### config.mk
export PLATFORM = sky130hd
export DESIGN_NAME = gray_to_binary_display
export DESIGN_NICKNAME = d
export VERILOG_FILES = /design/src/rtl/gray_to_binary_display.sv
export SDC_FILE = /design/constraint.sdc
export NUM_CORES = 1
export LEC_CHECK = 0
export BUFFER_PORTS_ARGS = -buffer_cell sky130_fd_sc_hd__buf_2
export CAP_MARGIN = 25
export CORE_MARGIN = 2
export CORE_UTILIZATION = 34
export CTS_CLUSTER_SIZE = 12
export DETAILED_ROUTE_END_ITERATION = 8
export PLACE_DENSITY_LB_ADDON = 0.3
export SYNTH_ARGS = -nofsm -noshare
export SYNTH_HDL_FRONTEND = slang
export SYNTH_SLANG_ARGS = --single-unit
### constraint.sdc
create_clock -name clk -period 1.9 [get_ports clk]
set_input_delay 0.38 -clock clk [delete_from_list [all_inputs] [get_ports clk]]
set_output_delay 0.38 -clock clk [all_outputs]
set_load 0.02 [all_outputs]
### src/rtl/gray_to_binary_display.sv
// gray_to_binary_display
//
// Purpose:
//   Takes a 4-bit Gray code from board switches, synchronizes it, debounces it
//   and decodes it to binary. The result is shown as a hex glyph on a
//   seven-segment display.
//   A value is committed only after the synchronized input has held one value
//   for DEBOUNCE_CYCLES consecutive clk cycles.
//
// Parameters:
//   DEBOUNCE_CYCLES - consecutive cycles a new synchronized code must hold
//                     before it is committed (2..65535)
//
// Ports:
//   clk           - system clock
//   rst           - asynchronous, active-high reset
//   gray_in[3:0]  - raw Gray code, asynchronous to clk
//   err_clr       - synchronous clear of step_err
//   binary_out[3:0]    - registered binary value of the committed code
//   bin_valid          - one-cycle pulse when binary_out takes a committed value
//   seven_segment[6:0] - registered active-high segments {g,f,e,d,c,b,a}
//   step_err           - sticky flag: a commit moved by other than exactly one bit
//
// Configuration:
//   GRAY_STEP_CHECK_EN - when defined, builds the single-bit step checker that
//                        drives step_err. When undefined, step_err is tied
//                        low and err_clr is ignored.

module gray_to_binary_display #(
   parameter int DEBOUNCE_CYCLES = 16
) (
   input  logic       clk,
   input  logic       rst,
   input  logic [3:0] gray_in,
   input  logic       err_clr,
   output logic [3:0] binary_out,
   output logic       bin_valid,
   output logic [6:0] seven_segment,
   output logic       step_err
);

   typedef enum logic [1:0] {
      IDLE   = 2'd0,
      SETTLE = 2'd1,
      COMMIT = 2'd2
   } state_t;

   localparam logic [15:0] CNT_MAX = 16'(DEBOUNCE_CYCLES - 1);

   state_t      state_q, state_d;
   logic [3:0]  sync_meta_q, sync_meta_d;
   logic [3:0]  sync_q, sync_d;
   logic [3:0]  stable_q, stable_d;
   logic [3:0]  candidate_q, candidate_d;
   logic [15:0] counter_q, counter_d;
   logic [3:0]  binary_out_q, binary_out_d;
   logic        bin_valid_q, bin_valid_d;
   logic [6:0]  seven_segment_q, seven_segment_d;
   logic        commit;

   // Gray to binary: each binary bit is the XOR of all Gray bits at or above it.
   function automatic logic [3:0] gray_to_bin(input logic [3:0] g);
      logic [3:0] b;
      b[3] = g[3];
      for (int i = 2; i >= 0; i--) begin
         b[i] = b[i+1] ^ g[i];
      end
      return b;
   endfunction

   function automatic logic [6:0] hex_glyph(input logic [3:0] v);
      logic [6:0] seg;
      case (v)
         4'h0:    seg = 7'h3F;
         4'h1:    seg = 7'h06;
         4'h2:    seg = 7'h5B;
         4'h3:    seg = 7'h4F;
         4'h4:    seg = 7'h66;
         4'h5:    seg = 7'h6D;
         4'h6:    seg = 7'h7D;
         4'h7:    seg = 7'h07;
         4'h8:    seg = 7'h7F;
         4'h9:    seg = 7'h6F;
         4'hA:    seg = 7'h77;
         4'hB:    seg = 7'h7C;
         4'hC:    seg = 7'h39;
         4'hD:    seg = 7'h5E;
         4'hE:    seg = 7'h79;
         default: seg = 7'h71;
      endcase
      return seg;
   endfunction

   always_comb begin
      sync_meta_d = gray_in;
      sync_d      = sync_meta_q;

      state_d     = state_q;
      stable_d    = stable_q;
      candidate_d = candidate_q;
      counter_d   = counter_q;
      commit      = 1'b0;

      case (state_q)
         IDLE: begin
            if (sync_q != stable_q) begin
               state_d     = SETTLE;
               candidate_d = sync_q;
               counter_d   = '0;
            end
         end
         SETTLE: begin
            // A changed input restarts the count. A return to the committed
            // value abandons the change.
            if (sync_q != candidate_q) begin
               candidate_d = sync_q;
               counter_d   = '0;
            end else if (sync_q == stable_q) begin
               state_d = IDLE;
            end else if (counter_q == CNT_MAX) begin
               state_d = COMMIT;
            end else begin
               counter_d = counter_q + 16'd1;
            end
         end
         COMMIT: begin
            stable_d = candidate_q;
            commit   = 1'b1;
            state_d  = IDLE;
         end
         default: begin
            state_d = IDLE;
         end
      endcase

      // binary_out is loaded on the same edge as stable, so decode the value
      // that stable is about to take.
      binary_out_d    = commit ? gray_to_bin(stable_d) : binary_out_q;
      bin_valid_d     = commit;
      seven_segment_d = hex_glyph(binary_out_q);
   end

   always_ff @(posedge clk or posedge rst) begin
      if (rst) begin
         sync_meta_q     <= '0;
         sync_q          <= '0;
         state_q         <= IDLE;
         stable_q        <= '0;
         candidate_q     <= '0;
         counter_q       <= '0;
         binary_out_q    <= '0;
         bin_valid_q     <= 1'b0;
         seven_segment_q <= 7'h3F;
      end else begin
         sync_meta_q     <= sync_meta_d;
         sync_q          <= sync_d;
         state_q         <= state_d;
         stable_q        <= stable_d;
         candidate_q     <= candidate_d;
         counter_q       <= counter_d;
         binary_out_q    <= binary_out_d;
         bin_valid_q     <= bin_valid_d;
         seven_segment_q <= seven_segment_d;
      end
   end

   assign binary_out    = binary_out_q;
   assign bin_valid     = bin_valid_q;
   assign seven_segment = seven_segment_q;

`ifdef GRAY_STEP_CHECK_EN
   logic step_err_q, step_err_d;
   logic step_bad;

   // A new error wins over a clear that arrives in the same cycle.
   always_comb begin
      step_bad   = commit && ($countones(candidate_q ^ stable_q) != 1);
      step_err_d = step_err_q;
      if (step_bad) begin
         step_err_d = 1'b1;
      end else if (err_clr) begin
         step_err_d = 1'b0;
      end
   end

   always_ff @(posedge clk or posedge rst) begin
      if (rst) begin
         step_err_q <= 1'b0;
      end else begin
         step_err_q <= step_err_d;
      end
   end

   assign step_err = step_err_q;
`else
   logic unused_err_clr;
   assign unused_err_clr = err_clr;
   assign step_err       = 1'b0;
`endif

endmodule

Word-level counts from Yosys, hierarchy flattened. Memories as Yosys holds them, arrays and structs flattened. A register that Yosys moved wholly into a read port is not among the register bits. Cells that the tools add are included.

$add $sub $neg: 1. Eq/ne operators: 12. Mux-type cells: 15. Bitwise logic cells: 3. Reductions and logical operators: 5.

Operators with widths (count): $mux W16 (4); $pmux W16 S2 (1); $add A16 B1 Y16 const B (1); $eq A16 B4 Y1 const B (1); $mux W4 (3); $ne A3 B3 Y1 const B (3); $mux W2 (4); $ne A4 B4 Y1 (2); $pmux W4 S2 (1); $ne A2 B2 Y1 const B (3); $reduce_and A3 Y1 (2); $eq A4 B4 Y1 (1); $pmux W2 S2 (1); $reduce_and A4 Y1 (1); $xor A1 B1 Y1 (3); $eq A2 B1 Y1 const B (1); $eq A2 B2 Y1 const B (1); $logic_not A2 Y1 (1); $reduce_bool A2 Y1 (1); $mux W1 (1).

Flip-flop bits (word level): 39. ROM bits: 112. Output and inout bits: 13. Memories kept: 1.

Memories: (name not given) (depth 16, bits a word 7, read ports 1, clocked after Yosys merged registers in 1, write ports 0, RTL line 73) `case (v)`.

Logic depth before layout (Yosys ltp). Gate-level depths: netlist of run 1.

Word-level depth: 5. Mapped depth: 8. Mapped depth without buffers: 7.

Worst setup path before layout of run 1. OpenSTA, ideal clock, no wires.

Path kind: reg2reg. Start point: reg counter_q[0]. End point: reg counter_q[8]. Arrival: 1.848 ns. Required time: 1.823 ns. Slack: -0.025 ns. Stages on the path, launching flop included: 8. Buffers on the path: 1. Period minus slack after synthesis: 1.925 ns. Cells stage by stage: dfrtp_1 ha_1 and3_1 nand4_1 a2111oi_4 clkbuf_2 or4b_2 a21oi_1.

Longest elaborated chain between the ends: 5.

Ends and longest elaborated chain: start, declared (RTL line 55) `logic [15:0] counter_q, counter_d;`; start signal, assigned (RTL line 160) `counter_q <= counter_d;`; $add A16 B1 Y16 (RTL line 123) `counter_d = counter_q + 16'd1;`; $mux W16 (RTL line 120) `end else if (counter_q == CNT_MAX) begin`; $mux W16 (RTL line 118) `end else if (sync_q == stable_q) begin`; $mux W16 (RTL line 115) `if (sync_q != candidate_q) begin`; $pmux W16 S2 (RTL line 104) `case (state_q)`.

Parallel ways exist; a longest one is shown, timed or not. The select of a mux whose other input is x is not followed. A chain may end at the register's enable or synchronous reset.

Final worst setup path of run 1.
Start point: reg counter_q[10]. End point: reg counter_q[0].

Longest elaborated chain between the ends: 3.

Ends and longest elaborated chain (RTL line): $eq A16 B4 Y1 (120); $ne A3 B3 Y1 (no source line); $reduce_and A4 Y1 (no source line).

Every way passes these cells.

==> impl_metrics.env, run 1 <==
export IMPL_outcome="finished with violations"
export IMPL_violations="negative setup slack"
export IMPL_dp_hpwl_um=3010
export IMPL_final_cell_mix="40 x dfrtp_1, 30 x nand2_1, 30 x buf_4"
export IMPL_postSynthCellCount=222
export IMPL_cts_clk_slew_worst_paths_ps=90
export IMPL_gp_congestion=0.819
export IMPL_slew_headroom_pct=62.6
export IMPL_synth_edf_count=0
export IMPL_synthesis_area_mm2=0.00233
export IMPL_die_width_um=86.8
export IMPL_placedCellCount=339
export IMPL_start_util_pct=34.7
export IMPL_drive_above_1_share_pct=36.2
export IMPL_grt_first_pass_wirelength_um=7720
export IMPL_hp_class="in2reg"
export IMPL_synthArstFlopShare_pct=100
export IMPL_critPathKind="reg2reg"
export IMPL_cp_end_kind="register"
export IMPL_yosys_area_share_adder_pct=4.29
export IMPL_holdBufCountCts=0
export IMPL_wirelength_um=4460
export IMPL_crit_family="simple AND/OR/NAND/NOR gates"
export IMPL_ys_flop_type="dfrtp_1"
export IMPL_rsz0062_at_grt="true"
export IMPL_yosys_area_top_type="dfrtp_1"
export IMPL_timing_final_crit_share_pct=107
export IMPL_synth_area_leaders="dfrtp_1 43%, dfstp_2 6.8%, nand2_1 4.8%"
export IMPL_dp_slack_ps=-220
export IMPL_coreArea_mm2=0.00672
export IMPL_hold_path_endpoint="sync_d[1]"
export IMPL_hold_depth=1
export IMPL_cp_slowest_cell="dfrtp_1"
export IMPL_vias=1740
export IMPL_dieArea_mm2=0.00753
export IMPL_cp_required_ps=2090
export IMPL_slew_violations=0
export IMPL_drc=0
export IMPL_die_h_um=86.8
export IMPL_grt_start_max_net_pins=47
export IMPL_cts_made_buffers=5
export IMPL_worst_path_largest_cell_delay_ps=400
export IMPL_syn_mean_instance_area_um2=10.5
export IMPL_synth_nets=237
export IMPL_finalSetupViolations=15
export IMPL_ios=20
export IMPL_timing_final_ws_setup_ps=-124
export IMPL_numPortBuffers=17
export IMPL_start_kind="register"
export IMPL_place_area_mm2=0.00266
export IMPL_stdcell_area_mm2=0.00286
export IMPL_vias_per_cell=5.00
export IMPL_hold_start="gray_in[1]"
export IMPL_area_growth_pct=22.9
export IMPL_grt_overflow=0
export IMPL_hold_violations=0
export IMPL_first_pass_iters=4
export IMPL_p_per_area_mw_per_mm2=658
export IMPL_r2r_slack_ps=-120
export IMPL_tightest_slew_ps=561
export IMPL_crit_path_max_fanout=3
export IMPL_antenna_found_initial=0
export IMPL_worstReg2RegStart="counter_q[10]"
export IMPL_power_leakage_nw=1.22
export IMPL_grt_pass1_vias=1672
export IMPL_maxCapViolCount=0
export IMPL_ys_warn_count=0
export IMPL_ys_ff_latch=46
export IMPL_drt_wirelength_per_cell_um=12.8
export IMPL_synth_top_area_share_pct=42.9
export IMPL_h_tree_depth=2
export IMPL_crit_path_cell_trace="nor4_2 -> buf_4 -> nand4_1 -> a2111oi_4 -> or2_1 -> inv_2 -> mux2_4"
export IMPL_synth_top_family_by_area="simple AND/OR/NAND/NOR gates"
export IMPL_synth_compound_area_share_pct=14.1
export IMPL_fin_worst_skew_ps=6.68
export IMPL_cts_tree="built"
export IMPL_gr_usage_all_layers_pct=12.9
export IMPL_diodes=0
export IMPL_worstSkewPairLatency_ps=300
export IMPL_synthSimpleGateAreaFrac_pct=19.5
export IMPL_layout_nets=282
export IMPL_clock_path_buffers=2
export IMPL_synth_xor_xnor_area_share_pct=4.13
export IMPL_std_cell_rows=30
export IMPL_r2r_cells=7
export IMPL_finalNonFillerCells=348
export IMPL_vdd_drop_max_v=0.000340
export IMPL_synth_cell_type_count=48
export IMPL_synth_area_mux_share_pct=2.58
export IMPL_clock_sinks=46
export IMPL_root_buffer="clkbuf_8"
export IMPL_fin_setup_tns_ps=-1300
export IMPL_drt_iter0_markers=80
export IMPL_ant_nets=0
export IMPL_synth_seq_area_share_pct=49.7
export IMPL_r2r_end="counter_q[0]"
export IMPL_holdWs_ps=177
export IMPL_layout_commonest_cell="dfrtp_1"
export IMPL_fin_crit_ps=2020
export IMPL_max_freq_mhz=494
export IMPL_critPathArrivalTime_ps=2210
export IMPL_critPathBufInv=2
[stage by stage]
stage / util [%] / power, W
2_1_floorplan: - / 0.00112
3_3_place_gp: 39.6 / 0.00116
3_5_place_dp: 39.6 / 0.00116
4_1_cts: 41.8 / 0.00191
5_1_grt: 42.6 / 0.00197
6_report: 42.6 / 0.00189
[timing repair]
item | CTS | global route
gates cloned | 0 | 0
setup endpoints to repair | 21 | 22
buffers inserted | 1 | 1
resized for setup | 5 | 10
pin swaps | 5 | 4
[synthesized netlist by cell type (5+ instances only)]
cell type   n
dfrtp_1    40
inv_1      10
dfstp_2     6
nand2_1    30
a21oi_1    14
ha_1        8
o31ai_1    11
or4_1       6
nand3_1     6
or4_2       5
o21ai_0    12
xnor2_1     8
[cells by family (layout without fill, tap and decap cells)]
family          after synthesis  count (layout)
buf+inv                      22              68
other cells                   1               1
fa+ha+maj                     8               8
compound gates               49              49
xor+xnor                     11              11
simple gates                 80              80
flops                        46              46
mux                           5               5
[registers in the layout (all words and copies together), names as in the netlist]
register	count
candidate_q	4
stable_q	4
state_q	2
seven_segment	7
sync_q	4
bin_valid	1
counter_q	16
sync_d	4
binary_out	4
[metal layers]
layer	global-route usage (%)	share of wire [%]	vias to the layer above	wire [um]
met5	0	0	-	0
met4	4.26	1.4	0	63
met3	2.86	2.4	7	105
met2	21.2	48	19	2130
met1	16.7	48	830	2160
li1	-	-	884	-
[worst max-delay path by stage]
| stage | start | end | slack, ps | cells after the start |
|---|---|---|---|---|
| 2_1_floorplan | counter_q[0] | counter_q[8] | 3 | 7 |
| 3_3_place_gp | counter_q[6] | counter_q[14] | -160 | 7 |
| 3_5_place_dp | counter_q[6] | counter_q[14] | -220 | 7 |
| 4_1_cts | counter_q[10] | counter_q[0] | -130 | 7 |
| 5_1_grt | counter_q[10] | counter_q[11] | -260 | 7 |
| 6_report | counter_q[10] | counter_q[0] | -120 | 7 |
[layout make-up]
type,instances,area [um2]
fill,644,3850
sequential,46,1160
multi-input combinational,154,1120
timing repair buffer,49,333
tap,80,100
clock buffer,5,68.8
clock inverter,3,45.0
inverter,11,41.3
[report_power, final]
| group | leakage [nW] | internal, W | switching, W | total (W) |
|---|---|---|---|---|
| Clock | 0.0504 | 0.000391 | 0.000345 | 0.000736 |
| Sequential | 0.589 | 0.000999 | 0.0000158 | 0.00101 |
| Combinational | 0.580 | 0.0000589 | 0.0000759 | 0.000135 |
| Total | 1.22 | 0.00145 | 0.000436 | 0.00189 |
Power figures use the tool's default switching activity.
==> run 2: changes to the inputs <==
- CORE_UTILIZATION: 34 -> 45
==> run 2 against run 1 <==
  * The flow still finishes with violations (negative setup slack)
  * Worst setup slack got worse by 82 ps
  * Die area decreased by 23%
  * Global-route usage increased by 4.2 points
==> impl_metrics.env, run 2 (synthesis results as in run 1) <==
export IMPL_outcome="finished with violations"
export IMPL_violations="negative setup slack"
export IMPL_slew_violations=0
export IMPL_h_tree_depth=2
export IMPL_critPathBufInv=2
export IMPL_cts_tree="built"
export IMPL_final_cell_mix="40 x dfrtp_1, 30 x nand2_1, 27 x buf_4"
export IMPL_fin_setup_tns_ps=-1350
export IMPL_grt_first_pass_wirelength_um=7860
export IMPL_coreArea_mm2=0.00504
export IMPL_cp_required_ps=2130
export IMPL_diodes=0
export IMPL_antenna_found_initial=0
export IMPL_timing_final_ws_setup_ps=-206
export IMPL_r2r_slack_ps=-210
export IMPL_wirelength_um=4860
export IMPL_dieArea_mm2=0.00577
export IMPL_placedCellCount=326
export IMPL_drive_above_1_share_pct=38.4
export IMPL_power_leakage_nw=1.25
export IMPL_crit_path_cell_trace="ha_2 -> and3_4 -> nand4_1 -> a2111oi_4 -> buf_6 -> buf_6 -> or4_2 -> a21oi_2"
export IMPL_cp_depth=8
export IMPL_clock_path_buffers=2
export IMPL_final_util_pct=58.2
export IMPL_cts_made_buffers=5
export IMPL_vias_per_cell=5.21
export IMPL_layout_nets=285
export IMPL_std_cell_rows=26
export IMPL_layout_commonest_cell="dfrtp_1"
export IMPL_regMostFlops="counter_q"
export IMPL_drt_wirelength_per_cell_um=14.3
export IMPL_drt_iter0_markers=99
export IMPL_hold_violations=0
export IMPL_first_pass_iters=4
export IMPL_start_kind="register"
export IMPL_max_freq_mhz=475
export IMPL_ant_nets=0
export IMPL_crit_top_cell="buf_6"
export IMPL_cts_clk_slew_worst_paths_ps=90
export IMPL_numPortBuffers=17
export IMPL_cp_slowest_cell="or4_2"
export IMPL_critPathKind="reg2reg"
export IMPL_p_per_area_mw_per_mm2=607
export IMPL_vias=1776
export IMPL_rsz0062_at_grt="true"
export IMPL_area_growth_pct=26.0
export IMPL_critPathArrivalTime_ps=2330
export IMPL_dp_hpwl_um=2980
export IMPL_die_width_um=76.0
export IMPL_finalPower_w=0.00178
export IMPL_root_buffer="clkbuf_8"
export IMPL_grt_pass1_vias=1677
export IMPL_worstSkewPairLatency_ps=310
export IMPL_r2r_cells=8
export IMPL_holdBufCountCts=0
export IMPL_worst_path_largest_cell_delay_ps=570
export IMPL_vdd_drop_max_v=0.000529
export IMPL_finalSetupViolations=16
export IMPL_gr_usage_all_layers_pct=17.1
export IMPL_clock_sinks=46
export IMPL_start_util_pct=46.2
export IMPL_fin_crit_ps=2110
export IMPL_grt_overflow=0
export IMPL_gp_congestion=0.821
export IMPL_hp_class="in2async"
export IMPL_cp_end_kind="register"
export IMPL_die_h_um=76.0
export IMPL_crit_family="simple AND/OR/NAND/NOR gates"
export IMPL_finalNonFillerCells=341
export IMPL_ios=20
export IMPL_largest_reg_flops=16
export IMPL_maxCapViolCount=0
export IMPL_fin_worst_skew_ps=3.62
export IMPL_crit_path_max_fanout=8
export IMPL_grt_start_max_net_pins=47
export IMPL_timing_final_crit_share_pct=111
export IMPL_drc=0
## run 2: cell count changes in the layout (fill, tap and decap cells not counted), sizes merged
cell and delta:
buf +2, clkinvlp -1, clkinv +1, inv +1, bufinv -1, clkbuf +1
## run 2: through the flow
stage          instance area (um2)  hold WS, ps  setup slack [ps]
6_report                      2940         93.2              -206
4_1_cts                       2800         96.0              -130
3_3_place_gp                  2640          332              -144
5_1_grt                       2940          109              -253
2_1_floorplan                 2330          331              2.74
3_5_place_dp                  2640          336              -145
## run 2: worst register-to-register path, cell delays in order, from the launching register on
cell,delay (ps)
dfrtp_1,390
ha_2,200
and3_4,150
nand4_1,150
a2111oi_4,100
buf_6,150
buf_6,130
or4_2,570
a21oi_2,190
## run 2: cell type report
type | count | area, um2
Clock buffer | 5 | 68.8
Clock inverter | 3 | 25.0
Fill cell | 412 | 2110
Inverter | 11 | 41.3
Multi-Input combinational cell | 154 | 1150
Sequential cell | 46 | 1160
Tap cell | 70 | 87.6
Timing Repair Buffer | 52 | 409
## run 2: worst paths after layout
| path | to | from |
|---|---|---|
| worst min-delay path | counter_q[11] | rst |
| worst max register to register | counter_q[2] | counter_q[1] |
| max in group asynchronous | seven_segment[4] | rst |
| worst min register to register | sync_q[0] | sync_d[0] |
| min in group clk | sync_d[0] | gray_in[0] |
| worst max-delay path | counter_q[2] | counter_q[1] |
## run 2: timing repair
action                     4_1_cts  5_1_grt
setup endpoints to repair       17       18
gates cloned                     2        1
pin swaps                        8       11
setup buffers                    2        5
resized for setup                8       26
## run 2: metal layers
| layer | GRT usage, % | part of all wire [%] | up-vias |
|---|---|---|---|
| met5 | 0 | 0 | - |
| met4 | 6.36 | 1.5 | 0 |
| met3 | 4.38 | 3.5 | 8 |
| met2 | 27.8 | 51 | 34 |
| met1 | 22.2 | 44 | 848 |
| li1 | - | - | 886 |
## run 2: power breakdown
group | switching, W | leakage [nW] | internal [W]
logic | 0.0000784 | 0.614 | 0.0000614
registers | 0.0000146 | 0.589 | 0.000999
clock network | 0.000364 | 0.0447 | 0.000266
